File: src/rtl/mem_access_unit.sv
// mem_access_unit
//   MEM-stage load/store initiator for a word-wide memory responder.
//   Takes one load or store at a time from the pipeline and drives the memory
//   port. Byte and halfword loads are lane-extracted and sign/zero extended.
//   Byte and halfword stores are done as read-modify-write. Exactly one
//   response is returned per accepted request.
//
// Optional feature (compile-time macro MEM_ACCESS_ALIGN_CHECK_EN):
//   defined   - misaligned requests make no memory access and return rsp_err=1
//               one cycle after accept.
//   undefined - alignment is forced (low address bits ignored), rsp_err tied 0.
//
// Parameters
//   BIG_ENDIAN  1: byte offset 0 is bits [31:24]; 0: byte offset 0 is bits [7:0]
//   WORD_AW     width of the word index driven on mem_addr
//
// Ports
//   clock, reset          clock (posedge), asynchronous active-low reset
//   req_valid/req_ready   request handshake; ready only while idle
//   req_we                1 = store, 0 = load
//   req_size              0 byte, 1 half, 2/3 word
//   req_signed            sign-extend sub-word load data
//   req_addr, req_wdata   byte address, right-aligned store data
//   rsp_valid             one-cycle response pulse
//   rsp_rdata, rsp_err    extended load data (0 for stores), misaligned flag
//   mem_ren, mem_wen      memory enables, decoded from state (never both 1)
//   mem_addr, mem_din     word index (upper bits 0), write data
//   mem_dout              combinational read data from memory

module mem_access_unit #(
    parameter int BIG_ENDIAN = 1,
    parameter int WORD_AW    = 10
) (
    input  logic        clock,
    input  logic        reset,
    input  logic        req_valid,
    output logic        req_ready,
    input  logic        req_we,
    input  logic [1:0]  req_size,
    input  logic        req_signed,
    input  logic [31:0] req_addr,
    input  logic [31:0] req_wdata,
    output logic        rsp_valid,
    output logic [31:0] rsp_rdata,
    output logic        rsp_err,
    output logic        mem_ren,
    output logic        mem_wen,
    output logic [31:0] mem_addr,
    output logic [31:0] mem_din,
    input  logic [31:0] mem_dout
);

    typedef enum logic [2:0] {IDLE, RD, WR, RMW_RD, RMW_WR} state_t;

    state_t             state;
    logic [WORD_AW+1:0] addr_q;
    logic [1:0]         size_q;
    logic               signed_q;
    logic [31:0]        wdata_q;

    logic [4:0]  lane_shift;
    logic [31:0] lane_mask;
    logic [31:0] shifted;
    logic [31:0] load_data;
    logic [31:0] merged;

    // Address bits above the word index never reach the memory.
    logic unused_addr_bits;
    assign unused_addr_bits = &{1'b0, req_addr[31:WORD_AW+2]};

    // Enables come straight from the state register, so they cannot glitch
    // and reset drops them in the same time step.
    assign req_ready = (state == IDLE);
    assign mem_ren   = (state == RD) || (state == RMW_RD);
    assign mem_wen   = (state == WR) || (state == RMW_WR);
    assign mem_addr  = {{(32-WORD_AW){1'b0}}, addr_q[WORD_AW+1:2]};

    // Lane position of the latched access within the memory word. Half
    // accesses look only at addr[1], so a misaligned half is forced aligned.
    always_comb begin
        // NOTE: every combinational output gets a default first so no path
        // leaves it unassigned, which would infer a latch.
        lane_shift = 5'd0;
        lane_mask  = 32'hFFFF_FFFF;
        if (size_q == 2'd0) begin
            lane_shift = (BIG_ENDIAN != 0) ? {~addr_q[1:0], 3'b000} : {addr_q[1:0], 3'b000};
            lane_mask  = 32'h0000_00FF;
        end else if (size_q == 2'd1) begin
            lane_shift = (BIG_ENDIAN != 0) ? {~addr_q[1], 4'b0000} : {addr_q[1], 4'b0000};
            lane_mask  = 32'h0000_FFFF;
        end
    end

    assign shifted = mem_dout >> lane_shift;

    always_comb begin
        load_data = mem_dout;
        if (size_q == 2'd0)
            load_data = {{24{signed_q & shifted[7]}}, shifted[7:0]};
        else if (size_q == 2'd1)
            load_data = {{16{signed_q & shifted[15]}}, shifted[15:0]};
    end

    // Only the selected lane is replaced; the other bytes come from memory.
    assign merged = (mem_dout & ~(lane_mask << lane_shift)) |
                    ((wdata_q & lane_mask) << lane_shift);

`ifdef MEM_ACCESS_ALIGN_CHECK_EN
    logic req_mis;
    assign req_mis = ((req_size == 2'd1) & req_addr[0]) |
                     (req_size[1] & (req_addr[1:0] != 2'b00));
    logic err_q;
    assign rsp_err = err_q;
`else
    assign rsp_err = 1'b0;
`endif

    // NOTE: all state here uses non-blocking assignments so every register
    // samples values from before the edge, independent of statement order.
    always_ff @(posedge clock or negedge reset) begin
        if (!reset) begin
            state     <= IDLE;
            addr_q    <= '0;
            size_q    <= '0;
            signed_q  <= 1'b0;
            wdata_q   <= '0;
            rsp_valid <= 1'b0;
            rsp_rdata <= '0;
            mem_din   <= '0;
`ifdef MEM_ACCESS_ALIGN_CHECK_EN
            err_q     <= 1'b0;
`endif
        end else begin
            rsp_valid <= 1'b0;
`ifdef MEM_ACCESS_ALIGN_CHECK_EN
            err_q     <= 1'b0;
`endif
            case (state)
                IDLE: begin
                    if (req_valid) begin
                        addr_q   <= req_addr[WORD_AW+1:0];
                        size_q   <= req_size;
                        signed_q <= req_signed;
                        wdata_q  <= req_wdata;
`ifdef MEM_ACCESS_ALIGN_CHECK_EN
                        if (req_mis) begin
                            rsp_valid <= 1'b1;
                            err_q     <= 1'b1;
                            rsp_rdata <= '0;
                        end else
`endif
                        if (!req_we) begin
                            state <= RD;
                        end else if (req_size[1]) begin
                            state   <= WR;
                            mem_din <= req_wdata;
                        end else begin
                            state <= RMW_RD;
                        end
                    end
                end
                RD: begin
                    rsp_rdata <= load_data;
                    rsp_valid <= 1'b1;
                    state     <= IDLE;
                end
                WR: begin
                    rsp_rdata <= '0;
                    rsp_valid <= 1'b1;
                    state     <= IDLE;
                end
                RMW_RD: begin
                    mem_din <= merged;
                    state   <= RMW_WR;
                end
                RMW_WR: begin
                    rsp_rdata <= '0;
                    rsp_valid <= 1'b1;
                    state     <= IDLE;
                end
                default: state <= IDLE;
            endcase
        end
    end

endmodule

File: config.mk
export PLATFORM = sky130hd
export DESIGN_NAME = mem_access_unit
export DESIGN_NICKNAME = d
export VERILOG_FILES = /design/src/rtl/mem_access_unit.sv
export SDC_FILE = /design/constraint.sdc
export NUM_CORES = 1
export LEC_CHECK = 0
export BUFFER_PORTS_ARGS = -buffer_cell sky130_fd_sc_hd__buf_2
export CAP_MARGIN = 20
export CORE_MARGIN = 1
export CORE_UTILIZATION = 30
export DETAILED_ROUTE_END_ITERATION = 10
export PLACE_DENSITY_LB_ADDON = 0.12
export SLEW_MARGIN = 20
export SYNTH_ARGS = -nofsm -noshare
export SYNTH_HDL_FRONTEND = slang
export SYNTH_SLANG_ARGS = --single-unit
File: constraint.sdc
create_clock -name clock -period 2.6 [get_ports clock]
set_clock_uncertainty 0.2 [all_clocks]
set_input_delay 0.52 -clock clock [delete_from_list [all_inputs] [get_ports clock]]
set_output_delay 0.52 -clock clock [all_outputs]
set_load 0.03 [all_outputs]
[After elaboration in Yosys (flattened, before gate mapping)]
Cells that the tools add are included.
Storage, ports and cells
  bits in registers: 115
  word-level logic and storage cells: 53
Cells by class
  mux-type cells: 16
  eq/ne operators: 8
  shift operators: 3
  bitwise gates (word level): 8
  reduce and logical (&&, ||, !) cells: 10
Operator list (count)
  $mux W32: 7
  $pmux W32 S2: 2
  $and A32 B32 Y32: 2
  $shl A32 B5 Y32: 2
  $not A32 Y32: 1
  $or A32 B32 Y32: 1
  $shr A32 B5 Y16: 1
  $mux W5: 2
  $eq A3 B2 Y1 const B: 2
  $pmux W3 S2: 1
  $ne A2 B1 Y1 const B: 2
  $reduce_and A4 Y1: 1
  $reduce_bool A2 Y1: 2
  $eq A3 B1 Y1 const B: 1
  $eq A3 B3 Y1 const B: 1
  $logic_not A3 Y1: 1
  $mux W3: 1
  $reduce_or A3 Y1: 1
  $and A1 B1 Y1: 2
  $eq A2 B1 Y1 const B: 1
  $logic_not A2 Y1: 1
  $logic_or A1 B1 Y1: 2
  $mux W1: 2
  $mux W2: 1
  5 further kinds: 5

[Depth between registers and ports, before layout]
Gate-level depths: netlist of the first run.
  depth in word-level cells: 8
  gate-level depth with buffers: 7
  mapped depth without buffers: 5

[Least setup slack after synthesis of the first run]
No wires, ideal clock.
  path type: reg2reg
  start: register state[0]
  end: register mem_din[16]
  stages on the path, launching flop included: 6
  path buffers: 1
  arrival: 2148 ps
  slack: 185 ps
  setup time: 67 ps
  data required time: 2333 ps
  path through: dfrtp_1 buf_2 nor3_1 nand2_1 nor2_1 a221o_1
Between the ends
  cells in the longest elaborated chain, start to end: 3
  elaborated cells between the ends (all ways): 8
RTL lines
  start: declaration: RTL line 55  | state_t state;
  start signal: assignment: RTL line 122  | state <= IDLE;
  start signal: assignment: RTL line 153  | state <= RD;
  start signal: assignment: RTL line 155  | state <= WR;
  $logic_not A3 Y1 *
  named net req_ready: RTL line 37  | output logic req_ready,
  $ne A2 B1 Y1 (no line) (tied with other cells)
  $reduce_and A4 Y1 (no line)
  end signal: assignment: RTL line 156  | mem_din <= req_wdata;
  end signal: assignment: RTL line 173  | mem_din <= merged;
  end: declaration: RTL line 49  | output logic [31:0] mem_din,
Mark *: on every way through the listed nets, which the timed path passes. The rest lies on a longest branch.
A chain may end at the register's enable or synchronous reset.

[Final worst setup path of the first run]
  start: register state[1]
  end: output port mem_wen
Between the ends
  cells in the longest elaborated chain, start to end: 2
  elaborated cells between the ends (all ways): 3
RTL lines
  $eq A3 B2 Y1 or $eq A3 B3 Y1 (tied branches): RTL line 75  | assign mem_wen = (state == WR) || (state == RMW_WR);
  $logic_or A1 B1 Y1 *: RTL line 75
  end: declaration: RTL line 47  | output logic mem_wen,
Mark *: on every way between the ends. The rest lies on a longest branch, timed or not.

==> flow_metrics.tcl, run 1 <==
set metrics [dict create \
    wire_per_inst_um 19.2 \
    drive_gt1_share_pct 25.4 \
    ant_nets 0 \
    first_global_vias 5811 \
    drtIter0Drc 341 \
    grt_max_degree 61 \
    worstReg2RegStart "state[2]" \
    synth.distinct_cells 46 \
    die_area_mm2 0.0220 \
    fin_nets 999 \
    synth_area_leader_cell "dfrtp_1" \
    synth_top_area_share_pct 44.7 \
    finalSetupTns_ns 0 \
    io_buffers 160 \
    clk_latency_ns 0.42 \
    drt_wl_total_um 22800 \
    cts_hold_buf 1 \
    finalSetupViolCount 0 \
    cts_setup_buffers 0 \
    grt_setup_unrepaired "no" \
    core_area_mm2 0.0210 \
    crit_type "flip-flop to output pin" \
    antenna_cells 0 \
    grt_pass1_wl_um 35300 \
    maxCapViolCount 0 \
    root_buffer "clkbuf_16" \
    antenna_found_initial 0 \
    viasPerCell 5.09 \
    synth_seq_cells 115 \
    fmax_mhz 417 \
    synth_area_leaders "dfrtp_1 45%, nand2_1 12%, buf_4 3.8%" \
    ir_drop_uv 437 \
    cellLeakagePower_nw 3.92 \
    grt_usage_pct 21.4 \
    drv_slew 0 \
    ys_seq_area_share_pct 44.7 \
    syn_avg_cell_area_um2 8.48 \
    layout-area-overhead-vs-synth_pct 25.2 \
    hp-start "req_addr[3]" \
    slew_headroom_pct 51.8 \
    worstPathRequired_ns 1.88 \
    critPathArrivalTime_ns 1.68 \
    cts_resized 0 \
    cts_tree "yes" \
    outcome "finished, final reports clean" \
    fin_hold_ws_ns 0.0828 \
    endpoint_kind "output pin" \
    rows 53 \
    initial_core_util_pct 30.6 \
    die_h_um 148 \
    clk_path_buf_depth 2 \
    cp-startpoint "state[1]" \
    r2r_cells 6 \
    clk_pin_slew_ns 0.06 \
    post-route-util_pct 38.3 \
    finalPower_mw 9.29 \
    filler_cell_count 2211 \
    min_period_ns 2.40 \
    critPathMaxFanout 9 \
    multi_input_area_mm2 0.00305 \
    setup.worst_path.start_class "flip-flop" \
    finalHoldViolCount 0 \
    finalCritPeriodShare_pct 92.3 \
    route.detailed.drc 0 \
    p_per_area_mw_per_mm2 1150 \
    max_slew.worst_pin.slew_ns 0.723 \
    die_w_um 148 \
    globalplace.congestion 0.811 \
    grt_overflow_total 0 \
    numCtsBuffers 17 \
    num_io_pins 204 \
    hpwl_um 16500 \
    vias 6028 \
    cts.sinks 115 \
    ctsHtreeMaxLevel 4 \
    yosysWarnings 0 \
    hold_path_class "input port to flip-flop" \
    firstDrtPassIters 4 \
    synth_area_mm2 0.00643 \
    seq_area_mm2 0.00288 \
    min_path_cells 3 \
    rrSetupSlack_ns 0.39 \
    synthCells 759 \
]
-- final timing paths --
kind	to
setup reg to reg	mem_din[8]
setup / recovery	mem_wen
hold / removal	addr_q[3]
min in group asynchronous	rsp_rdata[25]
max in group asynchronous	mem_din[18]
hold reg to reg	addr_q[3]
-- layer usage --
metal | part of all wire, % | GRT usage, % | up-vias | routed length (µm)
met5 | 0 | 0 | - | 0
met2 | 45 | 32.7 | 204 | 10300
met1 | 47 | 30.3 | 2907 | 10800
met3 | 6.1 | 4.72 | 19 | 1380
li1 | - | - | 2898 | -
met4 | 1.3 | 5.82 | 0 | 293
-- worst max-delay path, cell delays in order, from the launching register on --
cell     delay, ns
dfrtp_1       0.65
xnor2_1       0.11
nor2_1        0.24
buf_2         0.26
-- per-stage QoR --
step | cells | cell area, µm² | setup slack (ns)
after detailed placement | 1151 | 7420 | 0.376
after floorplan | 781 | 6520 | 0.185
after global routing | 1184 | 8060 | 0.128
final | 1184 | 8060 | 0.199
after global placement | 1151 | 7420 | 0.380
after CTS | 1184 | 8060 | 0.202
-- flip-flops by register name, summed over array words and instances (netlist names) --
register / cells
mem_din: 32
rsp_rdata: 32
wdata_q: 32
addr_q: 12
state: 3
size_q: 2
rsp_valid: 1
signed_q: 1
-- logic make-up after synthesis --
logic type	synth area share (%)
AND/OR/NAND/NOR	22.1
AO/OA/AOI/OAI	21.8
flip-flops	44.7
buffers and inverters	9.29
multiplexers	1.73
XOR/XNOR	0.272
other	0.0583
-- report_power, final --
part / total (mW) / switching (mW) / internal [mW]
clock network: 2.48 / 0.898 / 1.59
registers: 2.97 / 0.516 / 2.45
logic: 3.84 / 2.64 / 1.20
-- synthesized netlist by cell type, drive strengths merged --
cell type	instances
a22o	16
nor3	10
nand2b	17
a2111oi	1
o21a	3
a211oi	8
o211ai	18
o21bai	2
o21ai	42
a221oi	8
o221ai	9
a21oi	29
buf	60
or3	6
nand4	32
nor3b	1
conb	1
a221o	8
nor2b	10
o2bb2ai	1
a22oi	8
nand3b	1
dfrtp	115
xnor2	1
o311a	8
inv	21
xor2	1
nor4b	1
o31ai	24
mux2	1
clkbuf	34
a2bb2oi	1
nor2	28
or2	1
mux2i	10
and2	2
nand2	212
a32oi	8
-- placed cells by master (no fill, tap or decap), types with 16 or more instances in the layout --
cell and count:
a21oi_1 29, a22o_1 16, buf_2 159, buf_4 26, clkbuf_16 17, conb_1 23, dfrtp_1 114, inv_1 20
nand2_1 212, nand2b_1 17, nand4_1 32, nor2_1 28, o211ai_1 17, o21ai_0 37, o31ai_1 24
-- layout make-up --
type | instances | area share [%]
Clock buffer | 21 | 5.84
Inverter | 21 | 0.978
Sequential cell | 115 | 35.7
Multi-Input combinational cell | 551 | 37.9
Tap cell | 275 | 4.27
Clock inverter | 11 | 1.88
Timing Repair Buffer | 190 | 13.4
No activity file was read; power rests on OpenSTA's default activity.
==> run 2: changes to the inputs <==
--- a/config.mk
+++ b/config.mk
@@ -10,6 +10,7 @@
 export CORE_MARGIN = 1
 export CORE_UTILIZATION = 30
 export DETAILED_ROUTE_END_ITERATION = 10
+export GPL_TIMING_DRIVEN = 0
 export PLACE_DENSITY_LB_ADDON = 0.12
 export SLEW_MARGIN = 20
 export SYNTH_ARGS = -nofsm -noshare
==> run 2 against run 1 <==
Compared with the run above: flip-flop and latch count unchanged; critical path type is now flip-flop to flip-flop; sequential share of layout area shrank 1.1 points; clock power shrank 2%; critical endpoint is now rsp_rdata[19]; worst hold slack better by 0.0039 ns; clock-buffer cell count shrank 1; utilization up 1.2 points; highest routed layer unchanged.
==> flow_metrics.tcl, run 2 (synthesis results as in run 1) <==
set metrics [dict create \
    outcome "finished, final reports clean" \
    critPathArrivalTime_ns 2.44 \
    die_area_mm2 0.0220 \
    num_io_pins 204 \
    fin_nets 1065 \
    viasPerCell 5.09 \
    cts_tree "yes" \
    worstPathRequired_ns 2.69 \
    die_w_um 148 \
    root_buffer "clkbuf_16" \
    die_h_um 148 \
    ctsHtreeMaxLevel 4 \
    grt_usage_pct 22.4 \
    drtIter0Drc 484 \
    io_buffers 160 \
    crit_end "rsp_rdata[19]" \
    filler_cell_count 2268 \
    cts.sinks 115 \
    drv_slew 0 \
    globalplace.congestion 0.878 \
    core_area_mm2 0.0210 \
    reg_top3 "mem_din (32), rsp_rdata (32), wdata_q (32)" \
    crit_type "flip-flop to flip-flop" \
    grt_setup_unrepaired "no" \
    finalPower_mw 9.33 \
    final_cell_mix "212 x nand2_1, 181 x buf_2, 115 x dfrtp_1" \
    numCtsBuffers 17 \
    hpwl_um 18600 \
    clk_latency_ns 0.43 \
    grt_max_degree 70 \
    ant_nets 0 \
    rows 53 \
    cellLeakagePower_nw 4.09 \
    firstDrtPassIters 5 \
    initial_core_util_pct 30.6 \
    r2r_cells 5 \
    wire_per_inst_um 19.3 \
    slew_headroom_pct 54.3 \
    min_period_ns 2.35 \
    finalCritPeriodShare_pct 90.4 \
    finalSetupTns_ns 0 \
    hp-start "req_addr[4]" \
    worstReg2RegStart "addr_q[0]" \
    crit_chain "nor2_1 > mux2_2 > o211ai_2 > buf_2 > o211ai_1" \
    layout-area-overhead-vs-synth_pct 29.3 \
    endpoint_kind "flip-flop" \
    ir_drop_uv 463 \
    clk_path_buf_depth 2 \
    fmax_mhz 425 \
    layout_commonest_cell "nand2_1" \
    p_per_area_mw_per_mm2 1120 \
    finalSetupViolCount 0 \
    antenna_found_initial 1 \
    drive_gt1_share_pct 26.4 \
    maxCapViolCount 0 \
    critPathMaxFanout 10 \
    first_global_vias 6200 \
    clk_pin_slew_ns 0.06 \
    route.detailed.drc 0 \
    grt_pass1_wl_um 36500 \
    hold_path_class "input port to flip-flop" \
    cp-startpoint "addr_q[0]" \
    slowest_stage "dfrtp_1" \
    setup.worst_path.start_class "flip-flop" \
    vias 6372 \
    finalHoldViolCount 0 \
    max_slew.worst_pin.slew_ns 0.682 \
    critical_path.max_stage_delay_ns 0.49 \
    rrSetupSlack_ns 0.25 \
    r2r_end "rsp_rdata[19]" \
    grt_overflow_total 0 \
    drt_wl_total_um 24200 \
]
## run 2: worst min path at each step
stage / endpoint / slack, ns / cells past startpoint
detailed placement: rsp_rdata[10] / 0.25 / 1
global route: addr_q[4] / 0.08 / 3
floorplan: addr_q[0] / 0.02 / 0
global placement: addr_q[3] / 0.26 / 2
finish: addr_q[4] / 0.09 / 3
CTS: addr_q[4] / 0.07 / 3
## run 2: layer usage
metal / vias to the layer above / share of wire (%) / GRT usage, % / wire (µm)
li1: 3038 / - / - / -
met3: 38 / 6.8 / 4.79 / 1640
met5: - / 0 / 0 / 0
met1: 3033 / 45 / 30.8 / 10900
met2: 263 / 46 / 34.3 / 11000
met4: 0 / 2.3 / 8.56 / 567
## run 2: critical path, delay by kind of cell (launching register included)
family	cells	cell delay [ns]
flip-flops	1	0.49
AO/OA/AOI/OAI	2	0.49
multiplexers	1	0.39
AND/OR/NAND/NOR	1	0.34
buffers and inverters	1	0.31
## run 2: area by class of cell
| cell class | instances | area (µm²) | share of cell area, % |
|---|---|---|---|
| diodes | 2 | 5.00 | 0.0602 |
| plain buffers | 94 | 519 | 6.24 |
| clock buffers | 20 | 447 | 5.37 |
| clock inverters | 12 | 156 | 1.88 |
| inverters | 21 | 78.8 | 0.948 |
| multi-input cells | 551 | 3040 | 36.6 |
| flip-flops and latches | 115 | 2880 | 34.6 |
| well taps | 275 | 344 | 4.14 |
| repair buffers | 162 | 848 | 10.2 |
## run 2: through the flow
stage | setup WS (ns) | area (µm²) | utilization [%] | hold slack [ns] | instances
after global placement | -0.860 | 7660 | 36.5 | 0.263 | 1216
after detailed placement | 0.223 | 7700 | 36.6 | 0.251 | 1217
after floorplan | 0.185 | 6520 | - | 0.0244 | 781
after global routing | 0.0702 | 8320 | 39.6 | 0.0816 | 1251
final | 0.249 | 8320 | 39.6 | 0.0867 | 1252
after CTS | 0.253 | 8310 | 39.5 | 0.0719 | 1250
## run 2: where the power goes
| part | internal [mW] | switching, mW |
|---|---|---|
| Combinational | 1.22 | 2.74 |
| Sequential | 2.45 | 0.481 |
| Clock | 1.53 | 0.903 |
| Total | 5.21 | 4.13 |
## run 2: repair_timing
action                    in CTS  in global routing
hold buffers                   1                  0
resized for setup              0                  0
buffers inserted               0                  0
hold endpoints to repair      46                  0
==> run 3: changes to the inputs <==
--- a/config.mk
+++ b/config.mk
@@ -5,6 +5,7 @@
 export SDC_FILE = /design/constraint.sdc
 export NUM_CORES = 1
 export LEC_CHECK = 0
+export ABC_AREA = 1
 export BUFFER_PORTS_ARGS = -buffer_cell sky130_fd_sc_hd__buf_2
 export CAP_MARGIN = 20
 export CORE_MARGIN = 1
==> run 3 against run 2 <==
Compared with the run above: die area fell by 2.9%; power fell by 15%; setup slack improved by 0.00099 ns; clock power fell by 2%; routed wire length fell by 7.2%; largest cell class is now flip-flops and latches; highest routed layer is now met5.
==> flow_metrics.tcl, run 3 <==
set metrics [dict create \
    outcome "finished, final reports clean" \
    r2r_end "rsp_rdata[6]" \
    multi_input_area_mm2 0.00271 \
    route.detailed.drc 0 \
    yosysWarnings 0 \
    max_slew.worst_pin.slew_ns 0.622 \
    r2r_cells 6 \
    synth_top_area_share_pct 46.1 \
    power.share.switching_pct 41.1 \
    p_per_area_mw_per_mm2 984 \
    vias 5960 \
    finalSetupTns_ns 0 \
    worstPathRequired_ns 1.88 \
    synth_area_leader_cell "dfrtp_1" \
    ys_seq_area_share_pct 46.1 \
    final_cell_mix "276 x nand2_1, 178 x buf_2, 115 x dfrtp_1" \
    hold_path_class "input port to flip-flop" \
    reg_top3 "mem_din (32), rsp_rdata (32), wdata_q (32)" \
    synthCells 820 \
    num_io_pins 204 \
    wl_met3_um 1430 \
    grt_usage_pct 21.5 \
    antenna_found_initial 2 \
    ir_drop_uv 488 \
    fin_nets 1126 \
    dp.cells 1273 \
    initial_core_util_pct 30.8 \
    endpoint_kind "output pin" \
    seq_area_mm2 0.00288 \
    grt_max_degree 66 \
    grt_setup_unrepaired "no" \
    p_int_mw 4.70 \
    first_global_vias 5912 \
    synth.distinct_cells 31 \
    drv_slew 0 \
    min_period_ns 2.35 \
    async_flop_share_pct 100 \
    globalplace.congestion 0.907 \
    wire_per_inst_um 17.2 \
    cts_setup_buffers 0 \
    maxCapViolCount 0 \
    synth-edff-count 0 \
    fin_cells 1307 \
    wl_met1_um 10900 \
    drt_wl_total_um 22400 \
    clk_pin_slew_ns 0.06 \
    critPathArrivalTime_ns 1.63 \
    crit_type "flip-flop to output pin" \
    cellLeakagePower_nw 4.28 \
    clkPwrFrac_pct 29.9 \
    cts.sinks 115 \
    viasPerCell 4.56 \
    layout_commonest_cell "nand2_1" \
    ctsHtreeMaxLevel 4 \
    firstDrtPassIters 5 \
    finalHoldViolCount 0 \
    die_w_um 146 \
    syn_avg_cell_area_um2 7.62 \
    clk_latency_ns 0.44 \
    setup.worst_path.start_class "flip-flop" \
    fmax_mhz 426 \
    grt_overflow_total 0 \
    layout-area-overhead-vs-synth_pct 29.7 \
    finalCritPeriodShare_pct 90.4 \
    grt_pass1_wl_um 34300 \
    highest_layer "met5" \
    hpwl_um 17300 \
    core_area_mm2 0.0203 \
    clk_path_buf_depth 2 \
    synth_common_cells "276 x nand2_1, 115 x dfrtp_1, 56 x nor2_1, 55 x a21oi_1" \
    crit_end "mem_wen" \
    rows 52 \
    filler_cell_count 2199 \
    synth_most_common_cell "nand2_1" \
    root_buffer "clkbuf_16" \
    die_h_um 146 \
    finalSetupViolCount 0 \
    critPathMaxFanout 5 \
    die_area_mm2 0.0214 \
    cts_resized 0 \
    synth_seq_cells 115 \
    ant_nets 0 \
    drtIter0Drc 381 \
    p_switching_mw 3.28 \
    power_frac_comb_pct 38.5 \
    synth_flop_cell "dfrtp_1" \
    cts_tree "yes" \
    cp-startpoint "state[2]" \
    pwr-share-seq_pct 31.6 \
    io_buffers 160 \
    met2RoutedLength_um 9790 \
    slew_headroom_pct 58.5 \
    worstReg2RegStart "state[1]" \
    rrSetupSlack_ns 0.36 \
    finalPower_mw 7.98 \
    synth_area_leaders "dfrtp_1 46%, nand2_1 17%, buf_4 4.8%" \
    drive_gt1_share_pct 28.2 \
    synth_area_mm2 0.00625 \
    numCtsBuffers 17 \
]
[run 3: changes by cell type in the layout (fill, tap and decap cells not counted), moves of 15 or more]
| cell | previous run | this run |
|---|---|---|
| nand2_1 | 212 | 276 |
| nand3_1 | 0 | 52 |
| inv_1 | 20 | 50 |
| nor2_1 | 28 | 56 |
| nand4_1 | 32 | 5 |
| a21oi_1 | 29 | 55 |
| clkbuf_1 | 36 | 11 |
| o31ai_1 | 24 | 0 |
| nand2b_1 | 17 | 0 |
| a22o_1 | 16 | 0 |
| o22ai_1 | 0 | 16 |
| o21ai_0 | 37 | 52 |
[run 3: worst max-delay path: stages, from the launching register on]
cell and delay [ns]:
dfrtp_1 0.45, inv_1 0.06, nand2_1 0.12, nand3_1 0.25
inv_1 0.12, buf_2 0.20
[run 3: cell families after synthesis]
family / after synthesis / share of synthesized area [%]
AO/OA/AOI/OAI: 158 / 14.1
other: 1 / 0.0600
buffers and inverters: 137 / 11.9
flip-flops: 115 / 46.1
AND/OR/NAND/NOR: 409 / 27.9
[run 3: worst min-delay path by stage]
stage | from | end | slack [ns] | cells past startpoint
after floorplan | reset | addr_q[0] | 0.02 | 0
after global placement | addr_q[7] | addr_q[7] | 0.26 | 2
after detailed placement | mem_din[25] | mem_din[25] | 0.26 | 2
after CTS | req_addr[4] | addr_q[4] | 0.07 | 3
after global routing | req_addr[10] | addr_q[10] | 0.09 | 3
final | req_addr[4] | addr_q[4] | 0.09 | 3
[run 3: power groups by stage]
| stage | registers [mW] | logic [mW] | clock network (mW) |
|---|---|---|---|
| after global routing | 2.59 | 3.35 | 2.50 |
| after global placement | 2.54 | 3.06 | 0 |
| after floorplan | 3.23 | 1.40 | 0 |
| after detailed placement | 2.55 | 3.08 | 0 |
| final | 2.52 | 3.07 | 2.38 |
| after CTS | 2.52 | 3.09 | 2.43 |
[run 3: area by class of cell]
type / count / share of cell area, %
flip-flops and latches: 115 / 35.5
multi-input cells: 590 / 33.4
repair buffers: 162 / 10.4
plain buffers: 76 / 6.32
clock buffers: 21 / 5.56
well taps: 270 / 4.17
inverters: 61 / 2.89
clock inverters: 11 / 1.67
diodes: 1 / 0.0309
[run 3: through the flow]
stage | setup WS (ns) | hold WS (ns) | area, µm² | util, %
finish | 0.250 | 0.0851 | 8100 | 39.9
global route | 0.146 | 0.0891 | 8100 | 39.9
CTS | 0.253 | 0.0737 | 8100 | 39.9
detailed placement | 0.435 | 0.261 | 7500 | 37.0
global placement | -0.758 | 0.258 | 7470 | 36.8
floorplan | 0.822 | 0.0244 | 6330 | -
[run 3: timing repair]
item / in CTS / in global routing
hold buffers: 1 / 0
endpoints found under the hold margin: 50 / 0
setup endpoints to repair: 0 / 0
[run 3: layer usage]
metal,up-vias,global-route usage (%)
met3,25,5.09
met5,-,0
li1,3008,-
met4,2,5.78
met2,214,32.6
met1,2711,30.4
